## src/rtl/i2c_master_tx.sv

```systemverilog
// i2c_master_tx: I2C master write engine that drains an afifo read port on clk_30M.
// Define CLOCK_STRETCH_EN to let a slave hold SCL low and stall the SCL high phase.
module i2c_master_tx #(
    parameter int QDIV = 75,
    parameter int CNTW = 8
) (
    input  logic            clk_30M,
    input  logic            nReset,
    input  logic            i_en,
    input  logic [6:0]      i_addr,
    input  logic            i_rempty,
    input  logic [7:0]      i_rdata,
    output logic            o_rd,
    input  logic            i_scl,
    input  logic            i_sda,
    output logic            o_scl_oe,
    output logic            o_sda_oe,
    output logic            o_busy,
    output logic            o_done,
    output logic            o_nack,
    output logic [CNTW-1:0] o_tx_count
);

    typedef enum logic [2:0] {IDLE, START, ADDR, ADDR_ACK, DATA, DATA_ACK, STOP} state_t;

    state_t     state;
    logic [7:0] qcnt;
    logic [1:0] q;
    logic [2:0] bit_idx;
    logic [7:0] shifter;
    logic [6:0] addr_q;
    logic       ack_n;
    logic [1:0] sda_sync;
    logic       freeze;
    logic       ack_slot;

    assign ack_slot = (state == ADDR_ACK) || (state == DATA_ACK);

    always_ff @(posedge clk_30M or negedge nReset) begin
        if (!nReset) begin
            sda_sync <= 2'b11;
        end else begin
            sda_sync <= {sda_sync[0], i_sda};
        end
    end

`ifdef CLOCK_STRETCH_EN
    logic [1:0] scl_sync;

    always_ff @(posedge clk_30M or negedge nReset) begin
        if (!nReset) begin
            scl_sync <= 2'b11;
        end else begin
            scl_sync <= {scl_sync[0], i_scl};
        end
    end

    // SCL still low after we released it means a slave is stretching the clock.
    assign freeze = ((q == 2'd1) || (q == 2'd2)) && !scl_sync[1] && !o_scl_oe;
`else
    logic unused_scl;
    assign unused_scl = i_scl;
    assign freeze     = 1'b0;
`endif

    // Open-drain enables {scl_oe, sda_oe} for a given state, quarter and data bit.
    function automatic logic [1:0] drive(input state_t st, input logic [1:0] qq, input logic b);
        logic scl_low;
        scl_low = (qq == 2'd0) || (qq == 2'd3);
        case (st)
            START:              return (qq == 2'd0) ? 2'b00 : (qq == 2'd1) ? 2'b01 : 2'b11;
            ADDR, DATA:         return {scl_low, ~b};
            ADDR_ACK, DATA_ACK: return {scl_low, 1'b0};
            STOP:               return (qq == 2'd0) ? 2'b11 : (qq == 2'd1) ? 2'b01 : 2'b00;
            default:            return 2'b00;
        endcase
    endfunction

    always_ff @(posedge clk_30M or negedge nReset) begin
        if (!nReset) begin
            state      <= IDLE;
            qcnt       <= 8'd0;
            q          <= 2'd0;
            bit_idx    <= 3'd0;
            shifter    <= 8'd0;
            addr_q     <= 7'd0;
            ack_n      <= 1'b1;
            o_rd       <= 1'b0;
            o_scl_oe   <= 1'b0;
            o_sda_oe   <= 1'b0;
            o_busy     <= 1'b0;
            o_done     <= 1'b0;
            o_nack     <= 1'b0;
            o_tx_count <= '0;
        end else begin
            o_rd   <= 1'b0;
            o_done <= 1'b0;
            if (state == IDLE) begin
                qcnt <= 8'd0;
                q    <= 2'd0;
                if (!i_rempty && i_en) begin
                    state                <= START;
                    addr_q               <= i_addr;
                    o_busy               <= 1'b1;
                    o_nack               <= 1'b0;
                    o_tx_count           <= '0;
                    {o_scl_oe, o_sda_oe} <= drive(START, 2'd0, 1'b0);
                end
            end else if (freeze) begin
                qcnt <= qcnt;
            end else if (qcnt != 8'(QDIV - 1)) begin
                qcnt <= qcnt + 8'd1;
            end else begin
                qcnt <= 8'd0;
                q    <= q + 2'd1;
                if (ack_slot && (q == 2'd2)) begin
                    ack_n <= sda_sync[1];
                end
                if (q != 2'd3) begin
                    {o_scl_oe, o_sda_oe} <= drive(state, q + 2'd1, shifter[7]);
                end else begin
                    case (state)
                        START: begin
                            state                <= ADDR;
                            shifter              <= {addr_q, 1'b0};
                            bit_idx              <= 3'd0;
                            {o_scl_oe, o_sda_oe} <= drive(ADDR, 2'd0, addr_q[6]);
                        end
                        ADDR, DATA: begin
                            if (bit_idx == 3'd7) begin
                                state                <= (state == ADDR) ? ADDR_ACK : DATA_ACK;
                                {o_scl_oe, o_sda_oe} <= drive(ADDR_ACK, 2'd0, 1'b0);
                            end else begin
                                bit_idx              <= bit_idx + 3'd1;
                                shifter              <= {shifter[6:0], 1'b0};
                                {o_scl_oe, o_sda_oe} <= drive(state, 2'd0, shifter[6]);
                            end
                        end
                        ADDR_ACK, DATA_ACK: begin
                            if ((state == DATA_ACK) && !ack_n) begin
                                o_tx_count <= o_tx_count + CNTW'(1);
                            end
                            // NACK wins over everything, then running dry or being disabled.
                            if (ack_n) begin
                                o_nack               <= 1'b1;
                                state                <= STOP;
                                {o_scl_oe, o_sda_oe} <= drive(STOP, 2'd0, 1'b0);
                            end else if (!i_en || i_rempty) begin
                                state                <= STOP;
                                {o_scl_oe, o_sda_oe} <= drive(STOP, 2'd0, 1'b0);
                            end else begin
                                state                <= DATA;
                                shifter              <= i_rdata;
                                bit_idx              <= 3'd0;
                                o_rd                 <= 1'b1;
                                {o_scl_oe, o_sda_oe} <= drive(DATA, 2'd0, i_rdata[7]);
                            end
                        end
                        STOP: begin
                            state                <= IDLE;
                            o_busy               <= 1'b0;
                            o_done               <= 1'b1;
                            {o_scl_oe, o_sda_oe} <= 2'b00;
                        end
                        default: begin
                            state <= IDLE;
                        end
                    endcase
                end
            end
        end
    end

endmodule

```

## config.mk

```make
export PLATFORM = sky130hd
export DESIGN_NAME = i2c_master_tx
export DESIGN_NICKNAME = d
export VERILOG_FILES = /design/src/rtl/i2c_master_tx.sv
export SDC_FILE = /design/constraint.sdc
export NUM_CORES = 1
export LEC_CHECK = 0
export ABC_AREA = 1
export CAP_MARGIN = 20
export CELL_PAD_IN_SITES_DETAIL_PLACEMENT = 1
export CELL_PAD_IN_SITES_GLOBAL_PLACEMENT = 1
export CORE_ASPECT_RATIO = 1.75
export CORE_MARGIN = 8
export CORE_UTILIZATION = 40
export DETAILED_ROUTE_END_ITERATION = 10
export MAX_ROUTING_LAYER = met4
export PLACE_DENSITY = 0.8
export RECOVER_POWER = 100
export SLEW_MARGIN = 20
export SYNTH_ARGS = -nofsm -noshare
export SYNTH_HDL_FRONTEND = slang
export SYNTH_SLANG_ARGS = --single-unit
```

## constraint.sdc

```tcl
create_clock -name clk_30M -period 1.8 [get_ports clk_30M]
set_clock_uncertainty 0.05 [all_clocks]
set_input_delay 0.36 -clock clk_30M [delete_from_list [all_inputs] [get_ports clk_30M]]
set_output_delay 0.36 -clock clk_30M [all_outputs]
set_load 0.03 [all_outputs]
```

==> flow_summary_export.csv <==
group,metric,value,unit
run_status,status,"completed",
global_route,antenna_found_initial,0,
cts,cts.root.buffer_cell,"clkbuf_16",
layout,instances_no_fill,476,
layout,diodes,0,
yosys,synthCells,344,
cts,cts_setup_buffers,0,
pwr,swShare,40.2,%
timing,min_period_over_period,97.3,%
yosys,yosys_warnings,0,
timing,grt_setup_unrepaired,"no",
pwr,clkPwrFrac,24.4,%
timing,tns,0,ns
cts,cts.sinks,48,
floorplanning,io_pins,35,
setup_path,cp-start-kind,"register",
setup_path,path_delay_family,"buffers and inverters",
yosys,synth.most_common_cell,"nand2_1",
floorplanning,start_util,41.0,%
routing,drc,0,
cts,clk_pin_slew,0.06,ns
layout,utilization,50.2,%
global_route,grt_pass1_vias,2638,
pwr,peakVddDrop,685,µV
yosys,synth_top_area_cell,"dfrtp_1",
yosys,ys_top_cells_by_area,"dfrtp_1 42%, nand2_1 18%, nand3_1 7.7%",
place,globalplace.congestion,0.838,
timing,worst_slew_pin_slew,1.22,ns
routing,firstDrtPassIters,4,
routing,routed_wl,7.16,mm
floorplanning,die_w,77.6,µm
yosys,async_reset_ff_share,100,%
yosys,synth_ff_type,"dfrtp_1",
layout,drive_gt1_share,13.2,%
setup_path,path_cells,"clkdlybuf4s50_1",
yosys,syn_area_per_cell,7.73,µm²
place,dp_hpwl,5.51,mm
routing,wl_per_cell,15.1,µm
yosys,synth_area,2660,µm²
pwr,pwr-share-comb,39.2,%
cts,cts_max_level,2,
yosys,ys_ff_latch,48,
timing,fmax,571,MHz
timing,final_max_slew_viol_count,0,
pwr,power.switching,1.57,mW
global_route,grt_max_degree,49,
yosys,yosysSeqAreaShare,45.3,%
timing,finalSetupViolCount,0,
run,cap_violations,0,
setup_path,worst-setup-path-type,"register to output port",
global_route,grt_pass1_wl,12.6,mm
layout,fin_area,3260,µm²
floorplanning,die_y,124,µm
setup_path,cpPeakStageDelay,0.68,ns
floorplanning,rows,39,
timing,slew_headroom,18.7,%
yosys,synth_cell_types,32,
worst_hold_path,hp-class,"register to register",
timing,post-route-min-period,1.75,ns
cts,worstSkewPairLatency,0.30,ns
place,post-place-cells,468,
pwr,p_int,2.34,mW
setup_path,cp_max_fo,2,
setup_path,cp.arrival,1.34,ns
place,port_buffers,33,
setup_path,required,1.39,ns
yosys,synth_nets,372,
pwr,p_leak,1.64,nW
setup_path,crit_buf_inv,1,
yosys,synth_edf_count,0,
cts,cts_tree,"yes",
layout,area_growth,22.5,%
place,placed_area,3170,µm²
yosys,synth_common_cells,"129 x nand2_1, 45 x dfrtp_1, 41 x nand3_1",
global_route,globalRouteOverflowTotal,0,
routing,num_vias,2411,
setup_path,critPathSlowestCell,"clkdlybuf4s50_1",
timing,hold_viol_final,0,
cts,postCtsHoldBufs,0,
routing,antenna_left,0,
pwr,seqPwrFrac,36.4,%
floorplanning,core_area,6490,µm²
cts,numCtsBuffers,5,
cts,clk_path_buf_depth,2,
setup_path,endpoint_kind,"output port",
layout,nNetsFinal,421,
pwr,power_density,1200,nW/µm²
floorplanning,die-area,9610,µm²
yosys,synth_top_area_share,42.4,%
global_route,grt_usage,17.2,%
routing,vias_per_cell,5.07,
routing,first_iter_violations,74,
[power by group through the flow]
stage                     Sequential, mW  Combinational (mW)  Clock [mW]
after floorplan                     1.40                1.07           0
after global placement              1.43                1.53           0
after detailed placement            1.44                1.57           0
after CTS                           1.42                1.59       0.975
after global routing                1.45                1.74        1.01
final                               1.42                1.54       0.956
[placed cells by master, fill, tap and decap left out, drive strengths merged]
cell,n
nand2,134
dfrtp,45
nand3,43
inv,34
clkdlybuf4s50,23
nor2,23
o21ai,21
clkbuf,14
buf,13
dlygate4sd2,8
ha,7
nand4,6
nor3,5
or2,3
nand3b,3
dfstp,3
clkinv,1
a21oi,1
nor3b,1
nor4,1
o21bai,1
o31ai,1
xor2,1
o211ai,1
dlygate4sd3,1
[worst paths after layout]
kind	endpoint	from	slack (ns)	depth (start not counted)
setup reg to reg	state[1]$_DFFE_PN0P_	qcnt[0]$_DFF_PN0_	0.15	10
setup / recovery	o_nack	o_nack$_DFFE_PN0P_	0.05	1
min in group asynchronous	o_sda_oe$_DFFE_PN0P_	nReset	0.34	2
hold / removal	sda_sync[1]$_DFF_PN1_	sda_sync[0]$_DFF_PN1_	0.30	0
max in group asynchronous	state[1]$_DFFE_PN0P_	nReset	0.52	2
hold reg to reg	sda_sync[1]$_DFF_PN1_	sda_sync[0]$_DFF_PN1_	0.30	0
[area by class of cell]
| class | count | area [µm²] |
|---|---|---|
| fillers | 822 | 3230 |
| multi-input cells | 252 | 1230 |
| flip-flops and latches | 48 | 1210 |
| repair buffers | 51 | 435 |
| clock buffers | 8 | 146 |
| inverters | 35 | 136 |
| well taps | 82 | 103 |
[layer usage]
metal	GRT usage [%]	share of wire [%]
met5	-	0
met3	3.97	3.7
met4	7.24	2.7
met2	33.0	57
met1	15.6	37
[cell families after synthesis]
family | count (synthesis) | synth area share, %
flip-flops | 48 | 45.3
AND/OR/NAND/NOR | 219 | 37.5
AO/OA/AOI/OAI | 25 | 5.98
buffers and inverters | 44 | 7.58
adder cells (fa/ha/maj) | 7 | 3.29
XOR/XNOR | 1 | 0.329
[repair_timing]
item                                    CTS  global route
resized for setup                         8             5
gates cloned                              0             0
endpoints found under the setup margin    8            18
[sequential cells by signal, summed over array words and instances (netlist names)]
name	count
o_rd	1
o_scl_oe	1
q	2
state	3
bit_idx	3
o_busy	1
o_tx_count	8
o_done	1
o_sda_oe	1
qcnt	8
sda_sync	2
o_nack	1
ack_n	1
shifter	8
addr_q	7
[stage by stage]
step	hold WS [ns]	total power [mW]	worst slack [ns]
floorplan	0.0144	2.47	0.200
detailed placement	0.302	3.01	-0.0944
global placement	0.296	2.96	-0.0374
finish	0.305	3.92	0.0478
global route	0.305	4.20	0.00426
CTS	0.00379	3.98	0.0245
Power figures use the tool's default switching activity.
